<file path="config.mk">
export PLATFORM = sky130hd
export DESIGN_NAME = netlist_bist_engine
export DESIGN_NICKNAME = d
export VERILOG_FILES = /design/src/rtl/netlist_bist_engine.sv
export SDC_FILE = /design/constraint.sdc
export NUM_CORES = 1
export LEC_CHECK = 0
export BUFFER_PORTS_ARGS = -buffer_cell sky130_fd_sc_hd__buf_4
export CORE_UTILIZATION = 50
export CTS_CLUSTER_DIAMETER = 50
export DETAILED_ROUTE_END_ITERATION = 16
export MAX_ROUTING_LAYER = met4
export PLACE_DENSITY = 0.79
export SYNTH_ARGS = -nofsm -noshare
export SYNTH_HDL_FRONTEND = slang
export SYNTH_SLANG_ARGS = --single-unit
</file>
<file path="constraint.sdc">
create_clock -name clk -period 2.9 [get_ports clk]
set_input_delay 0.145 -clock clk [delete_from_list [all_inputs] [get_ports clk]]
set_output_delay 0.145 -clock clk [all_outputs]
set_load 0.02 [all_outputs]
</file>
<file path="src/rtl/netlist_bist_engine.sv">
// BIST engine for a combinational netlist: a 14-bit LFSR drives the inputs and
// an 8-bit MISR compacts the responses. The final signature is compared to a golden value.
module netlist_bist_engine #(
   parameter int              IN_W      = 14,
   parameter int              OUT_W     = 8,
   parameter int              PAT_CNT   = 1024,
   parameter logic [IN_W-1:0] LFSR_SEED = 14'h0001,
   parameter logic [OUT_W-1:0] MISR_SEED = 8'h00
) (
   input  logic             clk,
   input  logic             rst_n,
   input  logic             start,
   input  logic             abort,
   input  logic [OUT_W-1:0] golden_sig,
   output logic [IN_W-1:0]  dut_in,
   input  logic [OUT_W-1:0] dut_out,
   output logic             busy,
   output logic             done,
   output logic             pass,
   output logic [OUT_W-1:0] signature,
   output logic [14:0]      pat_idx
);

   // An all-zero seed would lock the LFSR up, so it is forced to 1.
   localparam logic [IN_W-1:0] SEED_EFF = (LFSR_SEED == '0) ? IN_W'(1) : LFSR_SEED;
   localparam logic [14:0]     LAST_IDX = 15'(PAT_CNT - 1);

   typedef enum logic [1:0] {IDLE, RUN, CHECK, DONE} state_t;

   state_t           state_q, state_d;
   logic [IN_W-1:0]  lfsr_q, lfsr_d;
   logic [OUT_W-1:0] misr_q, misr_d;
   logic [14:0]      idx_q, idx_d;
   logic             done_q, done_d;
   logic             pass_q, pass_d;

   logic [IN_W-1:0]  lfsr_step;
   logic [OUT_W-1:0] misr_step;

   assign lfsr_step = {lfsr_q[12:0], lfsr_q[13] ^ lfsr_q[4] ^ lfsr_q[2] ^ lfsr_q[0]};
   assign misr_step = {misr_q[6:0], 1'b0} ^ (misr_q[7] ? 8'h1D : 8'h00) ^ dut_out;

   always_comb begin
      state_d = state_q;
      lfsr_d  = lfsr_q;
      misr_d  = misr_q;
      idx_d   = idx_q;
      done_d  = done_q;
      pass_d  = pass_q;
      case (state_q)
         IDLE, DONE: begin
            if (abort) begin
               state_d = IDLE;
               done_d  = 1'b0;
               pass_d  = 1'b0;
            end else if (start) begin
               state_d = RUN;
               lfsr_d  = SEED_EFF;
               misr_d  = MISR_SEED;
               idx_d   = '0;
               done_d  = 1'b0;
               pass_d  = 1'b0;
            end
         end
         RUN: begin
            if (abort) begin
               // The partial signature is kept for debug.
               state_d = IDLE;
               lfsr_d  = '0;
            end else begin
               misr_d = misr_step;
               lfsr_d = lfsr_step;
               idx_d  = idx_q + 15'd1;
               if (idx_q == LAST_IDX) begin
                  state_d = CHECK;
                  lfsr_d  = '0;
               end
            end
         end
         CHECK: begin
            if (abort) begin
               state_d = IDLE;
               lfsr_d  = '0;
            end else begin
               pass_d  = (misr_q == golden_sig);
               done_d  = 1'b1;
               state_d = DONE;
            end
         end
         default: state_d = IDLE;
      endcase
   end

   always_ff @(posedge clk or negedge rst_n) begin
      if (!rst_n) begin
         state_q <= IDLE;
         lfsr_q  <= '0;
         misr_q  <= '0;
         idx_q   <= '0;
         done_q  <= 1'b0;
         pass_q  <= 1'b0;
      end else begin
         state_q <= state_d;
         lfsr_q  <= lfsr_d;
         misr_q  <= misr_d;
         idx_q   <= idx_d;
         done_q  <= done_d;
         pass_q  <= pass_d;
      end
   end

   // The LFSR is cleared whenever RUN is left, so it doubles as the pattern register.
   assign dut_in    = lfsr_q;
   assign signature = misr_q;
   assign pat_idx   = idx_q;
   assign done      = done_q;
   assign pass      = pass_q;
   assign busy      = (state_q == RUN) || (state_q == CHECK);

endmodule

</file>
# Word level (Yosys, flattened, before mapping)
# Index checks and enable logic that the tools add are counted.
dict set report totals {
  register_bits 41
  input_bits 20
  out_inout_bits 40
  wordCells 60
}
dict set report op_classes {
  n_eq_ne 12
  reduce_logical 9
  add_sub_neg 1
  bitwise_logic 5
  n_mux 27
}
# operator n
set ops {}
lappend ops {{$mux 14} 5}
lappend ops {{$mux 15} 3}
lappend ops {{$pmux 14 s3} 1}
lappend ops {{$pmux 15 s2} 1}
lappend ops {{$mux 8} 3}
lappend ops {{$pmux 8 s2} 1}
lappend ops {{$add 15x1->15 const B} 1}
lappend ops {{$eq 15x10->1 const B} 1}
lappend ops {{$mux 2} 5}
lappend ops {{$ne 2x2->1 const B} 5}
lappend ops {{$eq 8x8->1} 1}
lappend ops {{$xor 8x5->8} 1}
lappend ops {{$xor 8x8->8} 1}
lappend ops {{$ne 3x3->1 const B} 2}
lappend ops {{$pmux 2 s3} 1}
lappend ops {{$reduce_and 3->1} 2}
lappend ops {{$mux 5} 1}
lappend ops {{$eq 2x2->1 const B} 2}
lappend ops {{$mux 1} 4}
lappend ops {{$pmux 1 s2} 2}
lappend ops {{$reduce_and 4->1} 1}
lappend ops {{$reduce_bool 2->1} 2}
lappend ops {{$xor 1x1->1} 3}
lappend ops {{$eq 2x1->1 const B} 1}
lappend ops {{other kinds (4)} 4}

# Logic depth before layout (Yosys ltp)
# Gate-level depths: netlist of the first run.
dict set report depth {
  ltp_word 6
  depth_mapped 9
  depth_no_buf 6
}

# Worst setup path before layout of the first run
# OpenSTA, ideal clock, no wires.
dict set report synth_timing {
  path_kind {register to register}
  start {reg idx_q[10] (netlist: pat_idx[10])}
  end {reg lfsr_q[2] (netlist: dut_in[2])}
  period_less_slack_ns 2.241
  path_buffers 2
  setup_slack_ns 0.659
  stages_incl_launch_ff 7
  required_ns 2.779
  t_arrival_ns 2.120
  setup_time_ns 0.121
  path_cell_list {dfrtp_1 -> or4_1 -> or4_1 -> buf_2 -> and4b_4 -> buf_6 -> a22o_1}
}
dict set report synth_via {
  elab_chain_len 4
}
# element line
set synth_lines {}
lappend synth_lines {{start, declared} 33} ;# logic [14:0] idx_q, idx_d;
lappend synth_lines {{start signal, assigned} 106} ;# idx_q <= idx_d;
lappend synth_lines {{$eq 15x10->1} 74} ;# if (idx_q == LAST_IDX) begin
lappend synth_lines {{$mux 14} 74}
lappend synth_lines {{$mux 14} 66} ;# if (abort) begin
lappend synth_lines {{$pmux 14 s3} 50} ;# case (state_q)
lappend synth_lines {{end signal, assigned} 104} ;# lfsr_q <= lfsr_d;
lappend synth_lines {{end, declared} 31} ;# logic [IN_W-1:0] lfsr_q, lfsr_d;
# Every way passes these cells.
# A chain may end at the register's enable or synchronous reset.

# Final worst setup path of the first run
dict set report layout_timing {
  start {reg idx_q[10] (netlist: pat_idx[10])}
  end {reg lfsr_q[12] (netlist: dut_in[12])}
}
# Same word-level chain as after synthesis.

==> impl_metrics.json, run 1 <==
{
  "outcome": "complete, no violations",
  "dieArea_mm2": 0.00457,
  "synth.net_count": 240,
  "finalWeightedCongestion": 0.872,
  "cts_buffer_depth": 2,
  "timing.critical_path.max_delay_family": "simple AND/OR/NAND/NOR gates",
  "ctsResizeCount": 0,
  "worst_slew_pin_slew_ps": 577,
  "met2_length_um": 2210,
  "clk_latency_ps": 290,
  "cp_max_fo": 13,
  "critPathBufInv": 0,
  "area_delta_synth_final_pct": 27.7,
  "synth.yosys.warnings": 0,
  "finClkSkew_ps": 7.14,
  "viasPerCell": 5.73,
  "floorplan.die.width_um": 67.6,
  "num_rows": 23,
  "synth_edf_count": 0,
  "dr.pass1.iters": 4,
  "most_frequent_cells_in_the_layout": "buf_4 (61), dfrtp_1 (41), nand2_1 (23)",
  "headroom_to_the_max_slew_limit_pct": 61.4,
  "dr_total_vias": 1868,
  "cp-end-kind": "register",
  "crit_path_start_kind": "register",
  "placement.io_buffers": 59,
  "power-per-cell-area_mw_per_mm2": 758,
  "worst_ep_required_time_ps": 3080,
  "start_util_pct": 53.0,
  "topRoutingLayerUsed": "met4",
  "cts.clk_slew.worst_paths_ps": 80,
  "critical-path-slowest-cell": "or4_1",
  "rsz0062_at_grt": "no",
  "drc": 0,
  "timing.final.ws_setup_ps": 600,
  "grt_antenna_before_repair": 0,
  "grt_max_degree": 42,
  "yosysSeqAreaShare_pct": 47.7,
  "grt_pass1_vias": 1726,
  "worstPathCellList": "or4_1 -> or4_1 -> and4b_4 -> a22o_1",
  "synth.lib_cells_used.distinct": 36,
  "finalHoldViolations": 0,
  "setup_total_negative_slack_ps": 0,
  "critical_path.max_stage_delay_ps": 630,
  "yosys_most_used_dff": "dfrtp_1",
  "route.met3.wl_um": 281,
  "async_sr_flop_fraction_pct": 100,
  "yosys_reg_bits": 41,
  "drt-initial-drc-count": 128,
  "syn-cell-area_mm2": 0.00215,
  "drt.antenna.violating_nets": 0,
  "cts-htree-levels": 2,
  "critical_path_s_most_frequent_cell": "or4_1",
  "io-pin-count": 60,
  "finalInstanceArea_mm2": 0.00275,
  "cts_root_buf": "clkbuf_8",
  "detailedPlace.worstSlack_ps": 649,
  "final_layout_size_suffix_gt1_share_pct": 25.0,
  "setup_violations": 0,
  "fin_cells": 326,
  "die_y_um": 67.6,
  "maxClockFrequency_mhz": 435,
  "min-delay-path-class": "input pin to register",
  "post-route-min-period_ps": 2300,
  "final_max_slew_viol_count": 0,
  "period_share_pct": 79.3,
  "antenna-diode-count": 0,
  "vdd.ir_drop.worst_mv": 0.582,
  "dpl.cell_count": 317,
  "clock-sinks": 41,
  "synth_cells": 217,
  "placed_area_mm2": 0.00262,
  "cp_data_arrival_time_ps": 2480,
  "grt_pass1_wl_um": 7900,
  "grt_overflow": 0,
  "worst-setup-path-type": "register to register",
  "routed_wirelength_um": 4850,
  "core_mm2": 0.00406,
  "cts_buffers": 5,
  "finalNetCount": 298,
  "detail_route.wl_per_cell_um": 14.9,
  "dp_hpwl_um": 3400,
  "layout_commonest_cell": "buf_4",
  "cts_tree": "built",
  "drt-met1-wl_um": 2290,
  "post_synth.cell_area_avg_um2": 9.91,
  "cap_viol_max_count": 0,
  "track_usage_pct": 23.9,
  "leakage_nw": 1.33
}
final timing paths:
| check | slack [ps] | startpoint | depth (start not counted) | endpoint |
|---|---|---|---|---|
| max in group asynchronous | 2160 | rst_n | 2 | done$_DFFE_PN0P_ |
| max | 600 | pat_idx[10]$_DFFE_PN0P_ | 4 | dut_in[12]$_DFFE_PN0P_ |
| min reg2reg | 520 | pass$_DFFE_PN0P_ | 2 | pass$_DFFE_PN0P_ |
| max reg2reg | 600 | pat_idx[10]$_DFFE_PN0P_ | 4 | dut_in[12]$_DFFE_PN0P_ |
| min | 140 | dut_out[7] | 4 | signature[7]$_DFFE_PN0P_ |
| min in group asynchronous | 380 | rst_n | 2 | pat_idx[14]$_DFFE_PN0P_ |
registers in the layout (all words and copies together) (netlist names):
signal / flops
pat_idx: 15
state_q: 2
signature: 8
dut_in: 14
pass: 1
done: 1
layout make-up:
class                           count  area [µm²]
Fill cell                         356        1310
Multi-Input combinational cell    161        1060
Sequential cell                    41        1030
Timing Repair Buffer               62         468
Clock buffer                        7        86.3
Tap cell                           50        62.6
Clock inverter                      1        30.0
Inverter                            4        15.0
cell families (layout without fill, tap and decap cells):
logic type / count (synthesis) / count (layout) / synth area share (%)
buf+inv: 15 / 74 / 3.02
xor+xnor: 23 / 23 / 9.37
simple gates: 78 / 78 / 19.2
fa+ha+maj: 3 / 3 / 1.75
mux: 5 / 5 / 2.33
flops: 41 / 41 / 47.7
compound gates: 52 / 52 / 16.6
cell usage after synthesis (4+ instances only):
library cell / count / area share, %
or3_1: 4 / 1.2
o21ai_1: 11 / 2.6
xor2_1: 13 / 5.3
nor2_1: 9 / 1.6
a21oi_1: 9 / 2.1
mux2i_1: 5 / 2.3
dfrtp_1: 41 / 48
clkbuf_1: 9 / 1.6
nand2_1: 23 / 4.0
o31ai_1: 8 / 2.8
xnor2_1: 10 / 4.1
a22o_1: 13 / 5.3
nand4_1: 4 / 1.2
or4_1: 6 / 2.1
nand3_1: 15 / 3.5
inv_1: 4 / 0.70
power by group:
part | switching [mW] | internal, mW
clock network | 0.195 | 0.281
registers | 0.116 | 0.656
logic | 0.489 | 0.347
worst min-delay path, cell delays in order:
cell and delay [ps]:
buf_4 80, xor2_1 50, nand3_1 70, nand2_1 50
what timing repair did:
item / CTS / global route
hold buffers: 1 / 0
endpoints found under the setup margin: 0 / 0
endpoints found under the hold margin: 41 / 0
buffers inserted: 0 / 0
per-stage QoR:
step           util, %  hold slack (ps)  total power [mW]
6_report          67.7              136              2.08
3_3_place_gp      64.6              150              1.60
5_1_grt           67.7              125              2.21
4_1_cts           67.7              128              2.10
2_1_floorplan        -             -151              1.34
3_5_place_dp      64.6              158              1.62
routing by layer:
metal | GRT usage (%) | vias to the layer above
met3 | 5.57 | 7
met1 | 32.3 | 898
met4 | 7.98 | 0
met2 | 35.0 | 62
li1 | - | 901
met5 | - | -
Note: power is estimated with default switching activity, not from simulation.
==> run 2: changes to the inputs <==
--- a/config.mk
+++ b/config.mk
@@ -5,12 +5,13 @@
 export SDC_FILE = /design/constraint.sdc
 export NUM_CORES = 1
 export LEC_CHECK = 0
+export ABC_AREA = 1
 export BUFFER_PORTS_ARGS = -buffer_cell sky130_fd_sc_hd__buf_4
 export CORE_UTILIZATION = 50
 export CTS_CLUSTER_DIAMETER = 50
 export DETAILED_ROUTE_END_ITERATION = 16
 export MAX_ROUTING_LAYER = met4
-export PLACE_DENSITY = 0.79
+export PLACE_DENSITY = 0.78
 export SYNTH_ARGS = -nofsm -noshare
 export SYNTH_HDL_FRONTEND = slang
 export SYNTH_SLANG_ARGS = --single-unit
==> constraint.sdc (replaced) <==
create_clock -name clk -period 2.15 [get_ports clk]
set_input_delay 0.1075 -clock clk [delete_from_list [all_inputs] [get_ports clk]]
set_output_delay 0.1075 -clock clk [all_outputs]
set_load 0.02 [all_outputs]
==> run 2 against run 1 <==
  * Area after synthesis is 7.3% higher
  * Clock power is 11% higher
  * Setup slack worse by 250 ps
  * Highest routed layer unchanged
  * Via count is 16% higher
  * Non-clock buffer count stayed put
  * Die area is 7.1% higher
  * Clock skew is 1.0 ps higher
  * Critical path depth is 4 higher
  * Fmax is 28% higher
  * Clock-buffer cell count is 1 lower
  * Register-to-register slack worse by 250 ps
==> impl_metrics.json, run 2 <==
{
  "outcome": "complete, no violations",
  "finalNetCount": 403,
  "internal_power_mw": 1.60,
  "fillCellCount": 392,
  "start_util_pct": 52.6,
  "vdd.ir_drop.worst_mv": 0.562,
  "dp_hpwl_um": 3870,
  "grt_overflow": 0,
  "layout_commonest_cell": "nand2_1",
  "total_switching_power_mw": 1.13,
  "cts.clk_slew.worst_paths_ps": 80,
  "clock_power_share_pct": 19.3,
  "cts_root_buf": "clkbuf_8",
  "cp_max_fo": 15,
  "largest_register_ff_count": 15,
  "multi_input_area_mm2": 0.00110,
  "combinational_cell_fraction_of_total_power_pct": 42.6,
  "dr.pass1.iters": 4,
  "worst_ep_required_time_ps": 2360,
  "area_delta_synth_final_pct": 25.3,
  "critical_path_s_most_frequent_cell": "nand2_1",
  "crit_path_start_kind": "register",
  "cts_tree": "built",
  "post_synth.cell_area_avg_um2": 7.26,
  "syn-cell-area_mm2": 0.00231,
  "clk_latency_ps": 290,
  "min-delay-path-class": "input pin to register",
  "drt-initial-drc-count": 122,
  "period_share_pct": 83.5,
  "power.switching_fraction_pct": 41.5,
  "core_mm2": 0.00438,
  "worst_slew_pin_slew_ps": 528,
  "post_synth_most_frequent_cells": "nand2_1 (125), dfrtp_1 (41), inv_1 (33)",
  "yosys_most_used_dff": "dfrtp_1",
  "finalWeightedCongestion": 0.842,
  "power-per-cell-area_mw_per_mm2": 943,
  "synth.net_count": 341,
  "num_rows": 24,
  "maxClockFrequency_mhz": 557,
  "floorplan.die.width_um": 69.9,
  "cts_buffers": 5,
  "final_layout_size_suffix_gt1_share_pct": 19.9,
  "synth.yosys.warnings": 0,
  "rsz0062_at_grt": "no",
  "placement.io_buffers": 59,
  "grt_antenna_before_repair": 0,
  "setup_violations": 0,
  "drt.antenna.violating_nets": 0,
  "yosys_reg_bits": 41,
  "grt_pass1_wl_um": 9300,
  "p_seq_share_pct": 38.1,
  "synth.lib_cells_used.distinct": 25,
  "drc": 0,
  "finalHoldViolations": 0,
  "synthDominantCellAreaShare_pct": 44.5,
  "yosysMostFrequentCell": "nand2_1",
  "io-pin-count": 60,
  "seq_area_mm2": 0.00103,
  "finalInstanceArea_mm2": 0.00289,
  "dieArea_mm2": 0.00489,
  "critPathBufInv": 2,
  "final_max_slew_viol_count": 0,
  "synth_edf_count": 0,
  "critical_path.max_stage_delay_ps": 380,
  "ctsResizeCount": 0,
  "cap_viol_max_count": 0,
  "async_sr_flop_fraction_pct": 100,
  "cp-end-kind": "register",
  "track_usage_pct": 24.3,
  "rrSetupSlack_ps": 350,
  "die_y_um": 69.9,
  "clock-sinks": 41,
  "hold_path_depth": 3,
  "worstPathCellList": "inv_1 -> ha_1 -> nand2_1 -> nand2_1 -> nor2_2 -> buf_4 -> o211ai_1 -> o21ai_0",
  "post-route-min-period_ps": 1800,
  "critical-path-slowest-cell": "dfrtp_1",
  "post_synth_main_area_contributors": "dfrtp_1 (44%), nand2_1 (20%), inv_1 (5.4%)",
  "worst_setup_path_startpoint": "state_q[0]$_DFFE_PN0P_",
  "worst-r2r-cell-count": 8,
  "detail_route.wl_per_cell_um": 12.1,
  "dr_total_vias": 2162,
  "viasPerCell": 4.99,
  "placed_area_mm2": 0.00278,
  "worst-setup-path-type": "register to register",
  "antenna-diode-count": 0,
  "crit-reg2reg-capture": "signature[0]$_DFFE_PN0P_",
  "setup_total_negative_slack_ps": 0,
  "grt_pass1_vias": 2079,
  "yosysSeqAreaShare_pct": 44.5,
  "routed_wirelength_um": 5220,
  "finClkSkew_ps": 8.17,
  "synth_cells": 318,
  "cp_data_arrival_time_ps": 2000,
  "holdPathEnd": "signature[3]$_DFFE_PN0P_",
  "cts-htree-levels": 2,
  "most_frequent_cells_in_the_layout": "nand2_1 (125), buf_4 (61), dfrtp_1 (41)",
  "yosys.area.top_type": "dfrtp_1",
  "headroom_to_the_max_slew_limit_pct": 64.8,
  "leakage_nw": 1.54,
  "timing.critical_path.max_delay_family": "simple AND/OR/NAND/NOR gates",
  "reg2reg_from": "state_q[0]$_DFFE_PN0P_",
  "cts_buffer_depth": 2,
  "grt_max_degree": 42,
  "worst_min_path_start": "dut_out[3]"
}
## run 2: how the worst max path moves through the flow
stage / end / slack (ps) / depth (start not counted)
floorplan: signature[6]$_DFFE_PN0P_ / 610 / 9
global placement: pat_idx[11]$_DFFE_PN0P_ / 470 / 7
detailed placement: signature[1]$_DFFE_PN0P_ / 400 / 7
CTS: signature[0]$_DFFE_PN0P_ / 350 / 8
global route: signature[1]$_DFFE_PN0P_ / 100 / 7
finish: signature[0]$_DFFE_PN0P_ / 350 / 8
## run 2: area by class of cell
type	instances	area share, %
Clock buffer	6	2.86
Clock inverter	2	0.476
Timing Repair Buffer	62	16.2
Tap cell	52	2.25
Sequential cell	41	35.5
Inverter	35	4.55
Multi-Input combinational cell	235	38.2
## run 2: kinds of logic after synthesis
| family | synth area share (%) |
|---|---|
| XOR/XNOR | 5.69 |
| AND/OR/NAND/NOR | 32.1 |
| flip-flops | 44.5 |
| AO/OA/AOI/OAI | 8.46 |
| adder cells (fa/ha/maj) | 1.63 |
| buffers and inverters | 7.70 |
## run 2: power by group through the flow
stage          clock (mW)  sequential [mW]  combinational, mW
2_1_floorplan           0             1.13              0.705
3_5_place_dp            0             1.05               1.16
6_report            0.526             1.04               1.16
4_1_cts             0.545             1.04               1.17
5_1_grt             0.573             1.06               1.29
3_3_place_gp            0             1.05               1.14
## run 2: timing repair
action | CTS | global route
hold endpoints to repair | 41 | 0
setup buffers | 0 | 0
hold buffers | 1 | 0
## run 2: tightest hold or removal path, cell delays in order
cell,delay (ps)
buf_4,80
xor2_1,60
o22ai_1,90
## run 2: per-stage QoR
step                hold slack, ps  util, %  instances  worst slack (ps)  power [mW]
finish                        98.4     65.9        433               354        2.73
global route                   103     65.9        433               103        2.93
CTS                           88.2     65.9        433               350        2.75
detailed placement             127     63.5        424               397        2.21
global placement               119     63.5        424               474        2.19
floorplan                     -188        -        318               614        1.84
## run 2: layer usage
layer  vias to the layer above  wire, µm  track usage [%]
met5                         -         0                -
met2                        57      2400             36.6
met4                         0        76             8.67
met3                         8       217             3.17
met1                       966      2530             34.0
li1                       1131         -                -
==> run 3: changes to the inputs <==
--- a/config.mk
+++ b/config.mk
@@ -7,7 +7,7 @@
 export LEC_CHECK = 0
 export ABC_AREA = 1
 export BUFFER_PORTS_ARGS = -buffer_cell sky130_fd_sc_hd__buf_4
-export CORE_UTILIZATION = 50
+export CORE_UTILIZATION = 48
 export CTS_CLUSTER_DIAMETER = 50
 export DETAILED_ROUTE_END_ITERATION = 16
 export MAX_ROUTING_LAYER = met4
==> constraint.sdc (replaced) <==
create_clock -name clk -period 1.6 [get_ports clk]
set_input_delay 0.08 -clock clk [delete_from_list [all_inputs] [get_ports clk]]
set_output_delay 0.08 -clock clk [all_outputs]
set_load 0.02 [all_outputs]
==> run 3 against run 2 <==
  * The flow now finishes with violations (DRC)
  * Clock-buffer cell count grew 1
  * Wire length grew 8.3%
  * Fmax grew 21%
  * Via count grew 9.1%
  * Cell area grew 7.3%
==> impl_metrics.json, run 3 (synthesized netlist as in run 2, its figures left out) <==
{
  "antenna-diode-count": 0,
  "worst-r2r-cell-count": 10,
  "final_layout_size_suffix_gt1_share_pct": 26.4,
  "grt_overflow": 0,
  "routed_wirelength_um": 5660,
  "crit_path_to": "pat_idx[6]$_DFFE_PN0P_",
  "area_delta_synth_final_pct": 34.4,
  "crit_path_start_kind": "register",
  "drt.antenna.violating_nets": 0,
  "worst_setup_path_startpoint": "state_q[0]$_DFFE_PN0P_",
  "violated_checks": "DRC",
  "num_rows": 24,
  "vdd.ir_drop.worst_mv": 1.23,
  "clock-sinks": 41,
  "grt_pass1_vias": 2171,
  "grt_pass1_wl_um": 9430,
  "multi_input_area_mm2": 0.00116,
  "grt_max_degree": 42,
  "final_max_slew_viol_count": 0,
  "largest_register_ff_count": 15,
  "power-per-cell-area_mw_per_mm2": 1280,
  "period_share_pct": 93.0,
  "die_y_um": 71.3,
  "most_frequent_cells_in_the_layout": "nand2_1 (122), buf_4 (81), dfrtp_1 (41)",
  "setup_violations": 0,
  "fin_cells": 454,
  "maxClockFrequency_mhz": 672,
  "dr_total_vias": 2358,
  "drt-initial-drc-count": 149,
  "rsz0062_at_grt": "yes",
  "post-layout-total-power_mw": 3.97,
  "clk_latency_ps": 290,
  "cts.clk_slew.worst_paths_ps": 70,
  "grt_antenna_before_repair": 0,
  "core_mm2": 0.00447,
  "dpl.cell_count": 442,
  "drc": 3,
  "cp-end-kind": "register",
  "outcome": "finished with violations",
  "track_usage_pct": 24.2,
  "finalWeightedCongestion": 0.823,
  "cap_viol_max_count": 0,
  "cts_tree": "built",
  "cp_max_fo": 6,
  "finalHoldViolations": 0,
  "finClkSkew_ps": 5.62,
  "cts_root_buf": "clkbuf_8",
  "postLayoutCoreUtil_pct": 69.3,
  "dr.pass1.iters": 10,
  "cts-htree-levels": 2,
  "placement.io_buffers": 59,
  "cts_buffers": 5,
  "worst-setup-path-type": "register to register",
  "seq_area_mm2": 0.00103,
  "cp_data_arrival_time_ps": 1670,
  "viasPerCell": 5.19,
  "headroom_to_the_max_slew_limit_pct": 64.5,
  "timing.final.ws_setup_ps": 112,
  "cts_buffer_depth": 2,
  "layout_commonest_cell": "nand2_1",
  "leakage_nw": 1.64,
  "worst_ep_required_time_ps": 1780,
  "dieArea_mm2": 0.00509,
  "detailedPlace.worstSlack_ps": -60.2,
  "crit-reg2reg-capture": "pat_idx[6]$_DFFE_PN0P_",
  "worst_slew_pin_slew_ps": 533,
  "fillCellCount": 369,
  "detail_route.wl_per_cell_um": 12.5,
  "finalNetCount": 425,
  "io-pin-count": 60,
  "floorplan.die.width_um": 71.3,
  "post-route-min-period_ps": 1490,
  "dp_hpwl_um": 4050,
  "rrSetupSlack_ps": 110,
  "start_util_pct": 51.6,
  "reg2reg_from": "state_q[0]$_DFFE_PN0P_",
  "min-delay-path-class": "input pin to register"
}
## run 3: changes by cell type in the layout (fill, tap and decap cells not counted), sizes merged
| cell | delta |
|---|---|
| clkbuf | +1 |
| clkinv | -2 |
| nor2 | +1 |
| buf | +21 |
## run 3: metrics by stage
step                      hold WS [ps]  setup TNS, ps  instance area [µm²]
after floorplan                   -216              0                 2310
after global placement            93.7          -30.5                 2920
after detailed placement          96.9           -326                 2920
after CTS                         57.3              0                 3030
after global routing              65.1          -54.1                 3100
final                             64.7              0                 3100
## run 3: what timing repair did
item | 4_1_cts | 5_1_grt
hold buffers | 1 | 0
endpoints found under the setup margin | 28 | 32
resized for setup | 2 | 13
pin swaps | 0 | 3
cloned | 0 | 1
endpoints found under the hold margin | 41 | 0
setup buffers | 0 | 3
## run 3: critical path, cell delays in order (launching register included)
cell and delay (ps):
dfrtp_1 400, inv_2 70, ha_4 220, nand2_4 80, nand2_2 60, nor2_4 140
buf_6 130, buf_4 110, nand2_1 50, nand2_1 70, nor2_1 40
## run 3: metal layers
metal	up-vias	GRT usage, %	part of all wire, %
met5	-	-	0
met2	65	38.2	47
li1	1178	-	-
met1	1104	31.6	46
met3	11	3.94	4.6
met4	0	8.89	1.7
## run 3: worst min path at each step
stage | start | end | slack, ps | cells after the start
floorplan | rst_n | done$_DFFE_PN0P_ | -220 | 0
global placement | rst_n | pat_idx[4]$_DFFE_PN0P_ | 90 | 1
detailed placement | rst_n | pat_idx[4]$_DFFE_PN0P_ | 100 | 1
CTS | dut_out[4] | signature[4]$_DFFE_PN0P_ | 60 | 3
global route | dut_out[3] | signature[3]$_DFFE_PN0P_ | 70 | 3
finish | dut_out[4] | signature[4]$_DFFE_PN0P_ | 60 | 3
## run 3: where the power goes
part | leakage [nW] | switching [mW] | internal, mW | total [mW]
Clock | 0.0443 | 0.344 | 0.342 | 0.686
Sequential | 0.560 | 0.190 | 1.19 | 1.38
Combinational | 1.04 | 1.09 | 0.813 | 1.91
## run 3: cell type report
cell class,count,share of cell area (%)
Sequential cell,41,33.1
Tap cell,52,2.10
Clock buffer,7,2.78
Multi-Input combinational cell,236,37.5
Timing Repair Buffer,83,20.3
Inverter,35,4.24
